`src/rtl/clk_div_ctrl.sv`:
```
// Run-time clock-division controller: per-period tick, phase level and a boundary-synchronised ratio update.
// Optional completed-period counter built when CLK_DIV_CTRL_CNT_EN is defined.
module clk_div_ctrl #(
  parameter int unsigned MAX_RATIO   = 1024,
  parameter int unsigned RESET_RATIO = 2,
  localparam int unsigned W          = $clog2(MAX_RATIO + 1)
) (
  input  logic         clock,
  input  logic         reset,
  input  logic         enable,
  input  logic         cfg_valid,
  input  logic [W-1:0] cfg_ratio,
  output logic         cfg_ready,
  output logic         tick,
  output logic         phase,
  output logic         busy,
  output logic         err,
  output logic [31:0]  periods
);

  typedef enum logic [1:0] {IDLE, RUN, DRAIN} state_t;

  state_t         state, state_nxt;
  logic [W-1:0]   ratio, ratio_nxt;
  logic [W-1:0]   count, count_nxt;
  logic [W-1:0]   pend_ratio, pend_ratio_nxt;
  logic           pend, pend_nxt;
  logic           err_q, err_nxt;
  logic           last_c;
  logic           xfer_c;
  logic           legal_c;

  assign last_c  = (count == ratio - W'(1));
  assign xfer_c  = cfg_valid && !pend;
  assign legal_c = (cfg_ratio >= W'(2)) && (cfg_ratio <= W'(MAX_RATIO));

  // Outputs decode registered state only.
  assign cfg_ready = !pend;
  assign busy      = (state != IDLE);
  assign tick      = (state != IDLE) && last_c;
  assign phase     = (state != IDLE) && (count < (ratio >> 1));
  assign err       = err_q;

  always_ff @(posedge clock) begin
    if (reset) begin
      state      <= IDLE;
      ratio      <= W'(RESET_RATIO);
      count      <= '0;
      pend       <= 1'b0;
      pend_ratio <= '0;
      err_q      <= 1'b0;
    end else begin
      state      <= state_nxt;
      ratio      <= ratio_nxt;
      count      <= count_nxt;
      pend       <= pend_nxt;
      pend_ratio <= pend_ratio_nxt;
      err_q      <= err_nxt;
    end
  end

  always_comb begin
    state_nxt      = state;
    ratio_nxt      = ratio;
    count_nxt      = count;
    pend_nxt       = pend;
    pend_ratio_nxt = pend_ratio;
    err_nxt        = err_q;

    case (state)
      IDLE: begin
        count_nxt = '0;
        if (enable) state_nxt = RUN;
      end
      RUN, DRAIN: begin
        if (last_c) begin
          // Period boundary: the only place a pended ratio takes effect.
          count_nxt = '0;
          if (pend) begin
            ratio_nxt = pend_ratio;
            pend_nxt  = 1'b0;
          end
          state_nxt = enable ? RUN : IDLE;
        end else begin
          count_nxt = W'(count + W'(1));
          state_nxt = enable ? RUN : DRAIN;
        end
      end
      default: begin
        state_nxt = IDLE;
        count_nxt = '0;
      end
    endcase

    // A pend set here can never collide with the boundary clear: xfer requires pend==0.
    if (xfer_c) begin
      if (legal_c) begin
        err_nxt = 1'b0;
        if (state == IDLE) begin
          ratio_nxt = cfg_ratio;
        end else begin
          pend_nxt       = 1'b1;
          pend_ratio_nxt = cfg_ratio;
        end
      end else begin
        err_nxt = 1'b1;
      end
    end
  end

`ifdef CLK_DIV_CTRL_CNT_EN
  logic [31:0] periods_q;

  always_ff @(posedge clock) begin
    if (reset) periods_q <= '0;
    else if (tick) periods_q <= periods_q + 32'd1;
  end

  assign periods = periods_q;
`else
  assign periods = '0;
`endif

endmodule
```
`config.mk`:
```
export PLATFORM = sky130hd
export DESIGN_NAME = clk_div_ctrl
export DESIGN_NICKNAME = d
export VERILOG_FILES = /design/src/rtl/clk_div_ctrl.sv
export SDC_FILE = /design/constraint.sdc
export NUM_CORES = 1
export LEC_CHECK = 0
export BUFFER_PORTS_ARGS = -buffer_cell sky130_fd_sc_hd__buf_4
export CAP_MARGIN = 25
export CORE_MARGIN = 4
export CORE_UTILIZATION = 59
export CTS_CLUSTER_SIZE = 10
export DETAILED_ROUTE_END_ITERATION = 16
export HOLD_SLACK_MARGIN = 0.12
export PLACE_DENSITY = 0.95
export SYNTH_ARGS = -nofsm -noshare
export SYNTH_HDL_FRONTEND = slang
export SYNTH_SLANG_ARGS = --single-unit
```
`constraint.sdc`:
```
create_clock -name clock -period 6 [get_ports clock]
set_input_delay 0.3 -clock clock [delete_from_list [all_inputs] [get_ports clock]]
set_output_delay 0.3 -clock clock [all_outputs]
set_load 0.01 [all_outputs]
```
[Yosys cells after proc, flatten, opt, wreduce, memory -nomap -nowiden]
Index checks and enable logic that the tools add are counted.
Storage, ports and cells
  bits in registers: 37
  bits of input ports: 15
  output and inout bits: 37
  word-level logic and storage cells: 44
Operators by class
  add/sub/neg operators: 2
  magnitude comparators: 3
  equality and inequality tests: 4
  mux-type cells: 17
  bitwise operators: 2
  reduce and logical (&&, ||, !) cells: 10
Operators by type and width (number)
  2-to-1 mux 11 bit: 6
  adder 11 x 1 -> 11 bit (second input constant): 1
  == test 11 bit: 1
  >= comparator 11 x 2 -> 1 bit (second input constant): 1
  <= comparator 11 bit (second input constant): 1
  less-than comparator 11 x 10 -> 1 bit: 1
  subtractor 11 x 1 -> 11 bit (second input constant): 1
  2-to-1 mux 1 bit: 7
  2-to-1 mux 2 bit: 3
  logical AND 1 bit: 4
  case mux 2 bit (2 select lines): 1
  AND reduction 3 bit: 1
  OR reduction 3 bit: 1
  == test 2 x 1 -> 1 bit (second input constant): 1
  == test 2 bit (second input constant): 1
  zero test 2 bit: 1
  inequality test 2 bit (second input constant): 1
  inverter 1 bit: 2
  nonzero test 2 bit: 1
  OR reduction 2 bit: 1
  zero test 1 bit: 1

[Longest topological paths before layout]
  depth in word-level cells: 7
  mapped depth: 10
  gate-level depth less buffers: 9

[Worst setup path before layout]
No wires, ideal clock.
  path kind: flip-flop to output port
  start point: register ratio[2]
  end point: output tick
  arrival: 2102 ps
  data required time: 5700 ps
  path slack: 3598 ps
  cell stages (with the launch flop): 7
  path buffers: 0
  path through: dfxtp_1 or4_4 nor4b_2 xnor2_1 nand2_1 or4_1 nor2_1
On the way
  longest elaborated chain between the ends: 3
Ends and longest elaborated chain
  start, declared: RTL line 24  | logic [W-1:0] ratio, ratio_nxt;
  start signal, assigned: RTL line 47  | ratio <= W'(RESET_RATIO);
  start signal, assigned: RTL line 54  | ratio <= ratio_nxt;
  subtractor 11 x 1 -> 11 bit: RTL line 33  | assign last_c = (count == ratio - W'(1));
  == test 11 bit: RTL line 33
  logical AND 1 bit: RTL line 40  | assign tick = (state != IDLE) && last_c;
  end, declared: RTL line 14  | output logic tick,
No other way between the ends.

[Worst setup path after layout]
  start point: register ratio[0]
  end point: output tick
Same word-level chain as after synthesis.

==> flow_summary.yaml <==
timing:
  slew_headroom_pct: 57.4
  rsz0062_at_grt: "no"
  setup_slack_ns: 3.12
  period_needed_ns: 2.88
  worstMarginPinSlew_ns: 0.638
  hold_viol: 0
  setup_viol: 0
  final-max-slew-violation-count: 0
  setup-tns-final_ns: 0
  period_share_pct: 48.1
  clock.fmax_mhz: 347
  finClkSkew_ns: 0.00727
finish:
  n_antenna_cell: 0
  utilization_pct: 64.7
  area_growth_syn_to_layout_pct: 4.80
  drive_gt1_share_pct: 11.1
  finalInstanceArea_mm2: 0.00262
  nets: 352
  final_cell_mix: "43 x nor2_1, 37 x dfxtp_1, 32 x conb_1"
  final_common_cell: "nor2_1"
  fill_cells: 327
floorplan:
  die_w_um: 73.1
  die_h_um: 73.1
  rows: 23
  initial_utilization_pct: 61.7
  core-area_mm2: 0.00406
  die_area_mm2: 0.00535
  num_io_pins: 52
clock_network:
  worst_skew_pair.late_latency_ns: 0.29
  cts-buffers-inserted: 5
  post_cts_buffers: 0
  cts.sinks: 37
  path_clk_slew_ns: 0.08
  clockRootBuffer: "clkbuf_8"
  cts.htree.levels: 2
  cts_resized: 0
  cts_tree: "built"
  holdBufCountCts: 0
  clockBufferDepth: 2
drt:
  viasPerCell: 5.26
  drc: 0
  ant_nets: 0
  drt_iter0_drc: 134
  wl_mm: 4.98
  vias: 1973
  first_pass_iters: 4
  wl_per_cell_um: 13.3
power_and_ir_drop:
  powerDensity_mw_per_mm2: 217
  p_comb_share_pct: 21.5
  p_int_uw: 392
  swShare_pct: 31.3
  report.power.total_uw: 570
  p_switching_uw: 178
  p_clk_share_pct: 30.8
  p_leak_nw: 1.30
  seqPwrFrac_pct: 47.6
  irDropWorstVdd_mv: 0.150
worst_setup_path:
  rr_endpoint: "state[1]"
  critPathLaunch: "ratio[0]"
  cp.required_ns: 5.70
  crit_path_cell_trace: "inv_1 -> ha_1 -> nor4b_4 -> nand2_1 -> xnor2_1 -> o21ai_0 -> or4_1 -> nor2_1 -> buf_4"
  reg2regPathDepth: 7
  worst-path-stages: 9
  regToRegSetupSlack_ns: 3.28
  crit_fanout: 5
  cp_num_buf_inv: 2
  worstSetupPathType: "register to output pin"
  crit_family: "simple AND/OR/NAND/NOR gates"
  crit_end: "tick"
  critical-path-max-stage-delay_ns: 0.57
  end_kind: "output pin"
  slowest_stage: "or4_1"
  worstPathArrival_ns: 2.58
  r2r-start: "ratio[2]"
  worstSetupStartpointType: "register"
global_routing:
  first_global_vias: 1954
  grt_overflow: 0
  grt_pass1_wl_mm: 8.51
  grt_max_degree: 28
  grt_usage_pct: 20.1
  antenna_found_initial: 0
synth:
  avgSynthCellArea_um2: 8.10
  ys_ff_latch: 37
  synthesis.area_mm2: 0.00250
  syn-instance-count: 309
  synthDistinctLibCells: 45
  ys_seq_area_share_pct: 29.6
  ys_warn_count: 0
placement:
  dpl.hpwl_mm: 3.71
  post_dp_cell_area_mm2: 0.00254
  place_ws_ns: 3.31
  gp_congestion: 0.799
  port_buffers: 19
min_path:
  hold_class: "primary input to register"
  hold_depth: 2
run:
  timing.max_cap.violations: 0
run_status:
  outcome: "complete, no violations"
power by group through the flow:
stage	clock (mW)	sequential, mW	combinational [mW]
after global routing	0.188	0.273	0.139
final	0.176	0.271	0.123
after floorplan	0	0.271	0.111
after global placement	0	0.276	0.117
after CTS	0.175	0.271	0.122
after detailed placement	0	0.277	0.121
worst reg2reg max path: stages, from the launching register on:
cell and delay [ns]:
dfxtp_1 0.40, or4_4 0.53, nor2_1 0.24, xnor2_1 0.17, mux2i_1 0.37, or4_1 0.19, nand3b_1 0.35, o41ai_1 0.37
through the flow:
| stage | instances | hold WS, ns |
|---|---|---|
| finish | 375 | 0.213 |
| global route | 375 | 0.213 |
| CTS | 375 | 0.213 |
| detailed placement | 367 | 0.488 |
| global placement | 367 | 0.480 |
| floorplan | 340 | 0.403 |
sequential cells by signal, indices dropped and copies added, names as in the netlist:
| register | cells |
|---|---|
| count | 11 |
| err | 1 |
| pend | 1 |
| pend_ratio | 11 |
| ratio | 11 |
| state | 2 |
worst min path at each step:
stage	startpoint	end	slack, ns
2_1_floorplan	enable	state[1]	0.40
3_3_place_gp	err	err	0.48
3_5_place_dp	err	err	0.49
4_1_cts	enable	state[1]	0.21
5_1_grt	enable	state[1]	0.21
6_report	enable	state[1]	0.21
logic make-up (layout without fill, tap and decap cells):
group	count (synthesis)	count (layout)	synth area share, %
multiplexers	12	12	4.80
other	1	32	0.150
flip-flops	37	37	29.6
buffers and inverters	70	55	15.9
adder cells (fa/ha/maj)	13	13	6.50
AND/OR/NAND/NOR	109	109	22.6
XOR/XNOR	24	24	8.40
AO/OA/AOI/OAI	43	43	12.1
metal layers:
layer,track usage (%),wire length (um),share of wire [%]
met5,0,0,0
met1,24.8,2120,43
met3,3.99,301,6.0
met2,34.3,2460,49
met4,7.79,101,2.0
Yosys cell counts (all sizes together):
cell / instances / area, um^2
buf: 37 / 274
nor2b: 4 / 25.0
a311oi: 1 / 8.76
or2: 1 / 6.26
nand2: 20 / 75.1
o41ai: 2 / 17.5
a211oi: 1 / 7.51
nor2: 43 / 161
a31o: 1 / 8.76
xnor2: 15 / 131
a21o: 2 / 15.0
or4b: 1 / 13.8
or4: 3 / 26.3
xor2: 9 / 78.8
nor4: 3 / 25.0
a21oi: 17 / 85.1
ha: 13 / 163
nand3b: 2 / 15.0
o21ai: 6 / 30.0
o2111a: 1 / 11.3
conb: 1 / 3.75
nand4: 2 / 12.5
or3: 1 / 6.26
a2bb2oi: 1 / 8.76
clkbuf: 6 / 22.5
mux2i: 12 / 120
o211a: 10 / 100
and2: 1 / 6.26
dfxtp: 37 / 741
and4b: 1 / 10.0
nor3: 6 / 30.0
a21bo: 1 / 10.0
nand3: 11 / 55.1
nand2b: 4 / 25.0
and4: 1 / 8.76
nor3b: 1 / 12.5
inv: 27 / 101
and3: 2 / 12.5
nor4b: 2 / 38.8
cell type report:
class	count	area (um^2)	area share, %
tap	50	62.6	2.38
clock buffer	6	72.6	2.77
clock inverter	2	15.0	0.572
sequential	37	741	28.2
multi-input combinational	233	1480	56.5
timing repair buffer	20	150	5.72
inverter	27	101	3.86
(Power assumes the default switching activity.)
